### src/rtl/ps2_scancode_decoder.sv
// PS/2 scan code set 2 decoder: folds E0/F0/E1 prefix sequences into single key events
// behind a one-entry valid/ready register. Define PS2_ASCII_EN to enable the ASCII table.
module ps2_scancode_decoder #(
  parameter int SYNC_STAGES = 2,
  parameter int PAUSE_SKIP  = 7
) (
  input  logic       clk,
  input  logic       RST,
  input  logic       data_valid_in,
  input  logic [7:0] data_in,
  output logic       ev_valid,
  input  logic       ev_ready,
  output logic [7:0] ev_code,
  output logic       ev_ext,
  output logic       ev_release,
  output logic [7:0] ev_ascii,
  output logic       shift_held,
  output logic       overflow
);

  localparam int CW = (PAUSE_SKIP > 1) ? $clog2(PAUSE_SKIP + 1) : 1;

  typedef enum logic [2:0] {IDLE, EXT, REL, EXT_REL, SKIP} state_t;

  logic [SYNC_STAGES-1:0] sync_reg;
  logic                   dv_prev_reg;
  logic                   byte_stb_reg;
  logic [7:0]             byte_reg;
  logic                   dv_rise;

  state_t                 state_reg;
  logic [CW-1:0]          skip_cnt_reg;
  logic                   ev_valid_reg;
  logic [7:0]             ev_code_reg;
  logic                   ev_ext_reg;
  logic                   ev_release_reg;
  logic                   shift_l_reg;
  logic                   shift_r_reg;
  logic                   overflow_reg;

  logic                   emit;
  logic                   emit_ext;
  logic                   emit_rel;

  // data_valid_in lives in the receiver's domain, so it is synchronised before edge detection
  always_ff @(posedge clk) begin
    if (!RST) begin
      sync_reg     <= '0;
      dv_prev_reg  <= 1'b0;
      byte_stb_reg <= 1'b0;
      byte_reg     <= 8'h00;
    end else begin
      sync_reg     <= {sync_reg[SYNC_STAGES-2:0], data_valid_in};
      dv_prev_reg  <= sync_reg[SYNC_STAGES-1];
      byte_stb_reg <= dv_rise;
      if (dv_rise)
        byte_reg <= data_in;
    end
  end

  assign dv_rise = sync_reg[SYNC_STAGES-1] & ~dv_prev_reg;

  always_comb begin
    emit     = 1'b0;
    emit_ext = 1'b0;
    emit_rel = 1'b0;
    if (byte_stb_reg) begin
      case (state_reg)
        IDLE: begin
          case (byte_reg)
            8'hE0, 8'hF0, 8'hE1,
            8'hAA, 8'hFA, 8'hFE, 8'hEE, 8'h00, 8'hFF: emit = 1'b0;
            default:                                  emit = 1'b1;
          endcase
        end
        EXT: begin
          emit     = (byte_reg != 8'hF0) && (byte_reg != 8'hE0) && (byte_reg != 8'h12);
          emit_ext = 1'b1;
        end
        REL: begin
          emit     = 1'b1;
          emit_rel = 1'b1;
        end
        EXT_REL: begin
          emit     = (byte_reg != 8'h12);
          emit_ext = 1'b1;
          emit_rel = 1'b1;
        end
        default: emit = 1'b0;
      endcase
    end
  end

`ifdef PS2_ASCII_EN
  logic [7:0] ev_ascii_reg;
  logic [7:0] emit_ascii;

  function automatic logic [7:0] set2_ascii(input logic [7:0] code, input logic upper);
    logic [7:0] letter;
    letter = 8'h00;
    case (code)
      8'h1C: letter = "a";  8'h32: letter = "b";  8'h21: letter = "c";  8'h23: letter = "d";
      8'h24: letter = "e";  8'h2B: letter = "f";  8'h34: letter = "g";  8'h33: letter = "h";
      8'h43: letter = "i";  8'h3B: letter = "j";  8'h42: letter = "k";  8'h4B: letter = "l";
      8'h3A: letter = "m";  8'h31: letter = "n";  8'h44: letter = "o";  8'h4D: letter = "p";
      8'h15: letter = "q";  8'h2D: letter = "r";  8'h1B: letter = "s";  8'h2C: letter = "t";
      8'h3C: letter = "u";  8'h2A: letter = "v";  8'h1D: letter = "w";  8'h22: letter = "x";
      8'h35: letter = "y";  8'h1A: letter = "z";
      default: letter = 8'h00;
    endcase
    if (letter != 8'h00)
      return upper ? (letter - 8'h20) : letter;
    case (code)
      8'h45: return "0";  8'h16: return "1";  8'h1E: return "2";  8'h26: return "3";
      8'h25: return "4";  8'h2E: return "5";  8'h36: return "6";  8'h3D: return "7";
      8'h3E: return "8";  8'h46: return "9";
      8'h29: return 8'h20;
      8'h5A: return 8'h0D;
      8'h66: return 8'h08;
      default: return 8'h00;
    endcase
  endfunction

  // Shift state here is the value before this byte's own update
  assign emit_ascii = (!emit_ext && !emit_rel) ? set2_ascii(byte_reg, shift_l_reg | shift_r_reg)
                                               : 8'h00;
  assign ev_ascii   = ev_ascii_reg;
`else
  assign ev_ascii   = 8'h00;
`endif

  always_ff @(posedge clk) begin
    if (!RST) begin
      state_reg      <= IDLE;
      skip_cnt_reg   <= '0;
      ev_valid_reg   <= 1'b0;
      ev_code_reg    <= 8'h00;
      ev_ext_reg     <= 1'b0;
      ev_release_reg <= 1'b0;
      shift_l_reg    <= 1'b0;
      shift_r_reg    <= 1'b0;
      overflow_reg   <= 1'b0;
`ifdef PS2_ASCII_EN
      ev_ascii_reg   <= 8'h00;
`endif
    end else begin
      if (byte_stb_reg) begin
        case (state_reg)
          IDLE: begin
            case (byte_reg)
              8'hE0: state_reg <= EXT;
              8'hF0: state_reg <= REL;
              8'hE1: begin
                state_reg    <= (PAUSE_SKIP == 0) ? IDLE : SKIP;
                skip_cnt_reg <= CW'(PAUSE_SKIP);
              end
              default: state_reg <= IDLE;
            endcase
          end
          EXT: begin
            if (byte_reg == 8'hF0)
              state_reg <= EXT_REL;
            else if (byte_reg == 8'hE0)
              state_reg <= EXT;
            else
              state_reg <= IDLE;
          end
          SKIP: begin
            if (skip_cnt_reg <= CW'(1)) begin
              skip_cnt_reg <= '0;
              state_reg    <= IDLE;
            end else begin
              skip_cnt_reg <= skip_cnt_reg - CW'(1);
            end
          end
          default: state_reg <= IDLE;
        endcase
      end

      // A full, unaccepted register keeps its event; the newcomer is lost and flagged
      if (emit) begin
        if (!ev_valid_reg || ev_ready) begin
          ev_valid_reg   <= 1'b1;
          ev_code_reg    <= byte_reg;
          ev_ext_reg     <= emit_ext;
          ev_release_reg <= emit_rel;
`ifdef PS2_ASCII_EN
          ev_ascii_reg   <= emit_ascii;
`endif
        end else begin
          overflow_reg <= 1'b1;
        end
      end else if (ev_valid_reg && ev_ready) begin
        ev_valid_reg <= 1'b0;
      end

      if (emit && !emit_ext) begin
        if (byte_reg == 8'h12)
          shift_l_reg <= !emit_rel;
        if (byte_reg == 8'h59)
          shift_r_reg <= !emit_rel;
      end
    end
  end

  assign ev_valid   = ev_valid_reg;
  assign ev_code    = ev_code_reg;
  assign ev_ext     = ev_ext_reg;
  assign ev_release = ev_release_reg;
  assign shift_held = shift_l_reg | shift_r_reg;
  assign overflow   = overflow_reg;

endmodule

### config.mk
export PLATFORM = sky130hd
export DESIGN_NAME = ps2_scancode_decoder
export DESIGN_NICKNAME = d
export VERILOG_FILES = /design/src/rtl/ps2_scancode_decoder.sv
export SDC_FILE = /design/constraint.sdc
export NUM_CORES = 1
export LEC_CHECK = 0
export BUFFER_PORTS_ARGS = -buffer_cell sky130_fd_sc_hd__buf_4
export CORE_UTILIZATION = 48
export CTS_CLUSTER_SIZE = 14
export DETAILED_ROUTE_END_ITERATION = 8
export GPL_TIMING_DRIVEN = 0
export PLACE_DENSITY = 0.78
export SLEW_MARGIN = 25
export SYNTH_ARGS = -nofsm -noshare
export SYNTH_HDL_FRONTEND = slang
export SYNTH_SLANG_ARGS = --single-unit
### constraint.sdc
create_clock -name clk -period 1.8 [get_ports clk]
set_input_delay 0 -clock clk [delete_from_list [all_inputs] [get_ports clk]]
set_output_delay 0 -clock clk [all_outputs]
set_load 0.03 [all_outputs]
==> flow_metrics.py, run 1 <==
metrics = {
    "final_layout": {
        "final_nets": 239,
        "final_common_cell": "buf_4",
        "instances_no_fill": 269,
        "drive_gt1_share_pct": 30.7,
        "syn_to_final_growth_pct": 33.6,
        "fin_util_pct": 68.1,
        "diodes": 0,
        "fill_cells": 248,
        "mostFrequentLayoutCells": "39 x buf_4, 26 x dfxtp_1, 23 x nand2_1, 20 x mux2i_1, 12 x nor2b_1",
        "fin_area_um2": 2110,
    },
    "sta": {
        "slew_headroom_pct": 62.6,
        "max_freq_ghz": 0.546,
        "hold_viol_final": 0,
        "finClkSkew_ns": 0.00644,
        "finalSetupTns_ns": -0.116,
        "slew_viol_final": 0,
        "rsz0062_at_grt": "true",
        "post-route-period-util_pct": 102,
        "setup_slack_ns": -0.0331,
        "min_period_ns": 1.83,
        "finalSetupViolCount": 10,
        "worst_pin_slew_ns": 0.561,
    },
    "floorplan": {
        "core_area_um2": 3100,
        "start_util_pct": 51.0,
        "row_count": 20,
        "dieArea_um2": 3530,
        "dieHeight_um": 59.4,
        "die_x_um": 59.4,
        "ios": 33,
    },
    "route": {
        "ant_nets": 0,
        "routed_via_density": 5.24,
        "vias": 1409,
        "drt_iter0_markers": 63,
        "post-route-drc-count": 0,
        "wl_mm": 3.77,
        "wl_per_cell_um": 14.0,
        "firstDrtPassIters": 4,
    },
    "placed_design": {
        "dp_cells": 248,
        "place_congestion": 0.836,
        "portBuffers": 24,
        "dp_hpwl_mm": 2.49,
        "place_area_um2": 1840,
    },
    "logic_synthesis": {
        "synth-edff-count": 0,
        "synth_top_area_share_pct": 40.5,
        "async_flop_share_pct": 0,
        "ys.flop_type": "dfxtp_1",
        "syn_area_um2": 1580,
        "avgSynthCellArea_um2": 9.15,
        "synth_largest_area_cell": "dfxtp_1",
        "synth.area.top_cells": "dfxtp_1 40%, mux2i_1 13%, nand2_1 5.5%",
        "seq_area_frac_synth_pct": 40.5,
        "synthCells": 173,
        "synth_cell_types": 40,
        "ys_ff_latch": 32,
        "ys_warn_count": 0,
    },
    "setup_path": {
        "endpoint_kind": "flip-flop",
        "cp_top_family": "simple AND/OR/NAND/NOR gates",
        "arrival_ns": 2.10,
        "crit_chain": "or4_4 -> or3_4 -> nand3_4 -> o22ai_4 -> buf_6 -> mux2i_1",
        "cp_max_fo": 5,
        "required_ns": 2.07,
        "rrSetupSlack_ns": -0.03,
        "slowest_delay_ns": 0.55,
        "start_kind": "flip-flop",
        "slowest_stage": "or4_4",
        "cp_num_buf_inv": 1,
        "worst-setup-path-type": "flip-flop to flip-flop",
    },
    "grt": {
        "grtUsageTotal_pct": 24.4,
        "grt_pass1_vias": 1356,
        "grt_pass1_wl_mm": 6.27,
        "antenna_found_initial": 0,
        "grt_max_degree": 11,
        "grt.overflow.total": 0,
    },
    "status": {
        "violations": "negative setup slack",
        "status": "finished, violations left",
    },
    "clock_tree": {
        "cts_buffer_depth": 2,
        "clk_latency_ns": 0.34,
        "clock-sinks": 32,
        "clockRootBuffer": "clkbuf_4",
        "numCtsBuffers": 5,
        "cts_tree": "built",
        "clk_pin_slew_worst_paths_ns": 0.10,
        "htree_num_levels": 2,
    },
    "worst_hold_path": {
        "hold_class": "input port to flip-flop",
    },
    "power": {
        "p_leak_nw": 0.843,
        "max-vdd-ir-drop_mv": 0.435,
        "p_per_area_nw_per_um2": 643,
        "power_mw": 1.36,
    },
    "job": {
        "cap_violations": 0,
    },
}
worst min-delay path, delay by kind of cell:
| kind | cells | cell delay, ns |
|---|---|---|
| buffers and inverters | 1 | 0.08 |
| and+or+nand+nor | 1 | 0.09 |
| AOI/OAI and AO/OA | 1 | 0.19 |
repair_timing:
item                                   in CTS  in global routing
gates resized for setup                    13                  7
endpoints found under the hold margin      10                  0
setup endpoints to repair                  15                 15
gates cloned                                1                  0
hold buffers                               10                  0
setup buffers                               7                  0
pin swaps                                   4                  2
logic make-up after synthesis:
logic type	count (synthesis)	share of synthesized area, %
buffers and inverters	24	8.62
adders and majority gates	2	1.58
other	1	0.237
muxes	20	12.6
AOI/OAI and AO/OA	19	9.88
DFF	32	40.5
and+or+nand+nor	75	26.6
routing by layer:
layer / global-route usage (%) / routed length, um / part of all wire, % / vias to the layer above
met5: 0 / 0 / 0 / -
met4: 12.6 / 103 / 2.7 / 0
met3: 6.33 / 257 / 6.8 / 11
met2: 40.9 / 1890 / 50 / 68
met1: 28.5 / 1520 / 40 / 648
li1: - / - / - / 682
synthesized netlist by cell type, drive strengths merged (2+ instances only):
master   count
ha           2
a21boi       2
nor2b       12
nand2b       2
inv          6
nand3b       2
nand4        3
nor3         2
o21ai        3
nor4         3
mux2i       20
nand3        5
o221a        3
and2         7
clkbuf       7
dfxtp       32
a21oi        2
nor3b        2
o2111ai      2
buf         11
nand2       23
nor2         8
final cells by class:
| class | instances | area [um2] | share of cell area, % |
|---|---|---|---|
| plain buffers | 14 | 90.1 | 4.26 |
| clock buffers | 7 | 65.1 | 3.08 |
| well taps | 44 | 55.1 | 2.60 |
| repair buffers | 42 | 344 | 16.3 |
| inverters | 6 | 22.5 | 1.07 |
| flip-flops and latches | 32 | 656 | 31.0 |
| multi-input cells | 124 | 882 | 41.7 |
path summary, 6_finish.rpt:
path,from,end,cells past startpoint
worst min-delay path,ev_ready,ev_valid$_SDFFE_PN0P_,3
worst min register to register,dv_prev_reg$_SDFF_PN0_,byte_stb_reg$_SDFF_PN0_,1
worst max register to register,byte_reg[2]$_SDFFE_PN0P_,ev_code[3]$_SDFFE_PN0P_,6
worst max-delay path,byte_reg[2]$_SDFFE_PN0P_,ev_code[3]$_SDFFE_PN0P_,6
report_power, final:
part | leakage [nW] | internal, mW | switching [mW]
Sequential | 0.263 | 0.716 | 0.0150
Clock | 0.0374 | 0.221 | 0.244
Combinational | 0.543 | 0.0835 | 0.0808
per-stage QoR:
stage	hold slack (ns)	setup WS [ns]
after CTS	0.0553	-0.0537
after global placement	0.212	-0.0917
after global routing	0.0671	-0.0744
final	0.0583	-0.0331
after detailed placement	0.212	-0.149
after floorplan	0.127	-0.0241
Power figures use the tool's default switching activity.
==> run 2: changes to the inputs <==
Settings changed: CELL_PAD_IN_SITES_DETAIL_PLACEMENT from default to 0, CELL_PAD_IN_SITES_GLOBAL_PLACEMENT from default to 2, CORE_UTILIZATION 48 to 29.
==> flow_metrics.py, run 2 (synthesis results as in run 1) <==
metrics = {
    "status": {
        "status": "finished, violations left",
        "violations": "negative setup slack",
    },
    "setup_path": {
        "rrSetupSlack_ns": -0.04,
        "endpoint_kind": "flip-flop",
        "cp_top_family": "simple AND/OR/NAND/NOR gates",
        "worst-setup-path-type": "flip-flop to flip-flop",
        "cp_num_buf_inv": 1,
        "required_ns": 1.96,
        "r2r-start": "byte_reg[0]$_SDFFE_PN0P_",
        "crit_chain": "or4_4 -> or3_4 -> nand3_4 -> o22ai_4 -> buf_6 -> mux2i_1",
        "start_kind": "flip-flop",
        "cp_max_fo": 5,
        "slowest_stage": "or4_4",
        "slowest_delay_ns": 0.55,
        "r2r_end": "ev_code[1]$_SDFFE_PN0P_",
        "arrival_ns": 2.00,
        "rr_worst_depth": 6,
    },
    "grt": {
        "grt.overflow.total": 0,
        "antenna_found_initial": 0,
        "grt_pass1_vias": 1170,
        "grt_max_degree": 11,
        "grt_pass1_wl_mm": 5.50,
        "grtUsageTotal_pct": 13.1,
    },
    "route": {
        "ant_nets": 0,
        "post-route-drc-count": 0,
        "wl_per_cell_um": 11.6,
        "drt_iter0_markers": 54,
        "routed_via_density": 4.44,
        "firstDrtPassIters": 5,
        "vias": 1306,
        "wl_mm": 3.42,
    },
    "placed_design": {
        "dp_slack_ns": -0.157,
        "dp_hpwl_mm": 2.37,
        "place_area_um2": 1880,
        "dp_cells": 274,
        "portBuffers": 24,
        "place_congestion": 0.724,
    },
    "floorplan": {
        "die_x_um": 75.9,
        "core_area_um2": 5170,
        "dieHeight_um": 75.9,
        "start_util_pct": 30.6,
        "row_count": 26,
        "ios": 33,
        "dieArea_um2": 5760,
    },
    "clock_tree": {
        "clockRootBuffer": "clkbuf_8",
        "clk_latency_ns": 0.28,
        "cts_tree": "built",
        "numCtsBuffers": 5,
        "clk_pin_slew_worst_paths_ns": 0.07,
        "htree_num_levels": 2,
        "cts_buffer_depth": 2,
        "clock-sinks": 32,
    },
    "worst_hold_path": {
        "hold-path-endpoint": "dv_prev_reg$_SDFF_PN0_",
        "min_from": "RST",
        "hold_class": "input port to flip-flop",
        "hold_depth": 2,
    },
    "final_layout": {
        "diodes": 0,
        "final_nets": 237,
        "syn_to_final_growth_pct": 36.2,
        "mostFrequentLayoutCells": "36 x buf_4, 29 x dfxtp_1, 23 x nand2_1, 20 x mux2i_1, 12 x nor2b_1",
        "multi_input_area_um2": 853,
        "instances_no_fill": 294,
        "fin_area_um2": 2160,
        "final_common_cell": "buf_4",
        "fill_cells": 532,
        "regArea_um2": 649,
        "drive_gt1_share_pct": 27.7,
    },
    "sta": {
        "finClkSkew_ns": 0.00675,
        "setup_slack_ns": -0.0419,
        "hold_slack_ns": 0.0262,
        "finalSetupViolCount": 10,
        "min_period_ns": 1.84,
        "hold_viol_final": 0,
        "post-route-period-util_pct": 102,
        "slew_viol_final": 0,
        "worst_pin_slew_ns": 0.591,
        "slew_headroom_pct": 60.6,
        "rsz0062_at_grt": "true",
        "finalSetupTns_ns": -0.329,
        "max_freq_ghz": 0.543,
    },
    "power": {
        "power.switching_mw": 0.343,
        "pwr-share-comb_pct": 9.4,
        "power_frac_seq_pct": 44.9,
        "p_leak_nw": 0.851,
        "switching_share_pct": 21.1,
        "p_per_area_nw_per_um2": 755,
        "internal_power_mw": 1.28,
        "clockPowerShare_pct": 45.6,
        "max-vdd-ir-drop_mv": 0.314,
    },
    "job": {
        "cap_violations": 0,
    },
}
## run 2: per-layer routing
layer | routed length, um | track usage [%]
met5 | 0 | 0
met4 | 27 | 4.94
met3 | 133 | 3.70
met2 | 1430 | 19.1
met1 | 1830 | 18.2
## run 2: area by class of cell
cell class	instances	area share, %
timing repair buffer	38	14.5
clock buffer	7	4.47
sequential	32	30.1
tap	70	4.06
multi-input combinational	124	39.6
buffer	16	4.88
inverter	6	1.04
clock inverter	1	1.39
## run 2: worst max path at each step
stage / startpoint / depth (start not counted) / slack, ns / end
2_1_floorplan: byte_reg[3]$_SDFFE_PN0P_ / 7 / -0.02 / ev_code[0]$_SDFFE_PN0P_
3_3_place_gp: byte_reg[0]$_SDFFE_PN0P_ / 5 / -0.19 / skip_cnt_reg[2]$_SDFFE_PN0P_
6_report: byte_reg[0]$_SDFFE_PN0P_ / 6 / -0.04 / ev_code[1]$_SDFFE_PN0P_
5_1_grt: byte_reg[0]$_SDFFE_PN0P_ / 6 / -0.09 / ev_code[5]$_SDFFE_PN0P_
3_5_place_dp: byte_reg[0]$_SDFFE_PN0P_ / 5 / -0.16 / skip_cnt_reg[2]$_SDFFE_PN0P_
4_1_cts: byte_reg[0]$_SDFFE_PN0P_ / 6 / -0.09 / ev_code[1]$_SDFFE_PN0P_
## run 2: repair_timing
item | 4_1_cts | 5_1_grt
hold buffers | 9 | 0
gates cloned | 1 | 0
setup buffers | 4 | 0
pin swaps | 3 | 1
setup endpoints to repair | 15 | 15
hold endpoints to repair | 9 | 0
gates resized for setup | 10 | 1
## run 2: per-stage QoR
stage	util (%)	total power, mW
floorplan	-	0.842
global placement	36.3	0.882
global route	41.7	1.70
finish	41.7	1.63
CTS	41.8	1.65
detailed placement	36.3	0.881
## run 2: power groups by stage
stage | Clock (mW) | Sequential [mW] | Combinational [mW]
finish | 0.742 | 0.731 | 0.153
floorplan | 0 | 0.744 | 0.0977
global placement | 0 | 0.746 | 0.136
CTS | 0.762 | 0.729 | 0.156
global route | 0.797 | 0.733 | 0.167
detailed placement | 0 | 0.746 | 0.135
## run 2: worst reg2reg max path, delay by kind of cell, from the launching register on
family / cells / cell delay [ns]
simple gates: 3 / 1.01
compound gates: 1 / 0.09
mux: 1 / 0.12
flops: 1 / 0.36
buf+inv: 1 / 0.16
==> run 3: changes to the inputs <==
Settings changed: CORE_MARGIN from default to 3, CTS_BUF_LIST from default to sky130_fd_sc_hd__clkbuf_16.
==> flow_metrics.py, run 3 (synthesis results as in run 1) <==
metrics = {
    "sta": {
        "slew_headroom_pct": 60.4,
        "worst_pin_slew_ns": 0.595,
        "hold_viol_final": 0,
        "finClkSkew_ns": 0.00206,
        "finalSetupTns_ns": -0.0825,
        "max_freq_ghz": 0.551,
        "min_period_ns": 1.81,
        "setup_slack_ns": -0.0136,
        "post-route-period-util_pct": 101,
        "rsz0062_at_grt": "true",
        "slew_viol_final": 0,
        "finalSetupViolCount": 10,
    },
    "final_layout": {
        "regArea_um2": 652,
        "drive_gt1_share_pct": 29.7,
        "diodes": 0,
        "multi_input_area_um2": 880,
        "fill_cells": 532,
        "final_common_cell": "buf_4",
        "mostFrequentLayoutCells": "37 x buf_4, 27 x dfxtp_1, 23 x nand2_1, 20 x mux2i_1, 12 x nor2b_1",
        "syn_to_final_growth_pct": 36.9,
        "fin_area_um2": 2170,
        "final_nets": 235,
    },
    "status": {
        "violations": "negative setup slack",
        "status": "finished, violations left",
    },
    "setup_path": {
        "endpoint": "ev_code[2]$_SDFFE_PN0P_",
        "rr_worst_depth": 6,
        "critPathLaunch": "byte_reg[0]$_SDFFE_PN0P_",
        "rrSetupSlack_ns": -0.01,
        "r2r_end": "ev_code[2]$_SDFFE_PN0P_",
        "start_kind": "flip-flop",
        "slowest_delay_ns": 0.55,
        "required_ns": 1.95,
        "slowest_stage": "or4_4",
        "endpoint_kind": "flip-flop",
        "r2r-start": "byte_reg[0]$_SDFFE_PN0P_",
        "cp_max_fo": 5,
        "crit_chain": "or4_4 -> or3_4 -> nand3_4 -> o22ai_4 -> buf_6 -> mux2i_1",
        "worst-setup-path-type": "flip-flop to flip-flop",
        "arrival_ns": 1.97,
    },
    "power": {
        "p_per_area_nw_per_um2": 754,
        "pwr-share-comb_pct": 9.5,
        "clockPowerShare_pct": 45.4,
        "max-vdd-ir-drop_mv": 0.456,
        "internal_power_mw": 1.28,
        "power.switching_mw": 0.350,
        "switching_share_pct": 21.4,
        "p_leak_nw": 0.845,
        "power_frac_seq_pct": 45.0,
        "power_mw": 1.63,
    },
    "clock_tree": {
        "clockRootBuffer": "clkbuf_16",
        "clk_pin_slew_worst_paths_ns": 0.05,
        "numCtsBuffers": 5,
        "clock-sinks": 32,
        "cts_tree": "built",
        "htree_num_levels": 2,
        "clk_latency_ns": 0.27,
        "cts_buffer_depth": 2,
    },
    "placed_design": {
        "place_congestion": 0.761,
        "place_area_um2": 1880,
        "dp_hpwl_mm": 2.47,
        "portBuffers": 24,
        "dp_slack_ns": -0.125,
    },
    "grt": {
        "grt_pass1_wl_mm": 6.13,
        "antenna_found_initial": 0,
        "grt_max_degree": 11,
        "grt_pass1_vias": 1244,
        "grtUsageTotal_pct": 12.5,
        "grt.overflow.total": 0,
    },
    "route": {
        "post-route-drc-count": 0,
        "wl_per_cell_um": 12.9,
        "routed_via_density": 4.63,
        "firstDrtPassIters": 4,
        "wl_mm": 3.72,
        "ant_nets": 0,
        "drt_iter0_markers": 128,
        "vias": 1339,
    },
    "job": {
        "cap_violations": 0,
    },
    "floorplan": {
        "dieArea_um2": 6380,
        "die_x_um": 79.9,
        "start_util_pct": 30.4,
        "row_count": 26,
        "core_area_um2": 5200,
        "dieHeight_um": 79.9,
        "ios": 33,
    },
    "worst_hold_path": {
        "hold_class": "input port to flip-flop",
    },
}
[run 3: changes by cell type in the layout (fill, tap and decap cells not counted), sizes merged]
cell,previous run,this run
buf,39,40
bufinv,1,0
clkbuf,13,10
dlygate4sd3,9,7
[run 3: per-stage QoR]
| stage | utilization [%] | cells | hold WS, ns |
|---|---|---|---|
| after floorplan | - | 180 | 0.127 |
| after global placement | 36.1 | 274 | 0.213 |
| after detailed placement | 36.1 | 274 | 0.216 |
| after CTS | 41.2 | 290 | 0.0142 |
| after global routing | 41.6 | 289 | 0.0518 |
| final | 41.6 | 289 | 0.00686 |
[run 3: repair_timing]
item | CTS | global route
gates cloned | 1 | 0
hold endpoints to repair | 7 | 0
endpoints found under the setup margin | 13 | 16
setup buffers | 4 | 1
pin swaps | 2 | 1
resized for setup | 11 | 5
hold buffers | 7 | 0
[run 3: worst max-delay path, delay by kind of cell, from the launching register on]
| kind | cells | cell delay [ns] |
|---|---|---|
| flops | 1 | 0.35 |
| simple gates | 3 | 1.00 |
| compound gates | 1 | 0.08 |
| mux | 1 | 0.11 |
| buf+inv | 1 | 0.15 |
[run 3: worst min path at each step]
stage / startpoint / endpoint / slack, ns / depth (start not counted)
after floorplan: data_valid_in / sync_reg[0]$_SDFF_PN0_ / 0.13 / 1
after global placement: data_valid_in / sync_reg[0]$_SDFF_PN0_ / 0.21 / 2
after detailed placement: data_valid_in / sync_reg[0]$_SDFF_PN0_ / 0.22 / 2
after CTS: data_in[2] / byte_reg[2]$_SDFFE_PN0P_ / 0.01 / 3
after global routing: data_in[2] / byte_reg[2]$_SDFFE_PN0P_ / 0.05 / 3
final: data_in[2] / byte_reg[2]$_SDFFE_PN0P_ / 0.007 / 3
[run 3: final cells by class]
| cell class | count | share of cell area, % |
|---|---|---|
| sequential | 32 | 30.1 |
| timing repair buffer | 37 | 13.8 |
| inverter | 6 | 1.04 |
| clock buffer | 5 | 5.77 |
| tap | 70 | 4.04 |
| multi-input combinational | 124 | 40.6 |
| buffer | 15 | 4.68 |
[run 3: metal layers]
layer / global-route usage [%] / wire length, um / vias up
met3: 3.50 / 153 / 4
met5: 0 / 0 / -
li1: - / - / 683
met4: 5.07 / 48 / 0
met2: 18.3 / 1630 / 33
met1: 17.3 / 1890 / 619
[run 3: power groups by stage]
| stage | Clock (mW) | Sequential [mW] | Combinational (mW) |
|---|---|---|---|
| global placement | 0 | 0.747 | 0.136 |
| detailed placement | 0 | 0.747 | 0.136 |
| CTS | 0.766 | 0.732 | 0.157 |
| global route | 0.804 | 0.736 | 0.169 |
| floorplan | 0 | 0.744 | 0.0977 |
| finish | 0.742 | 0.735 | 0.156 |
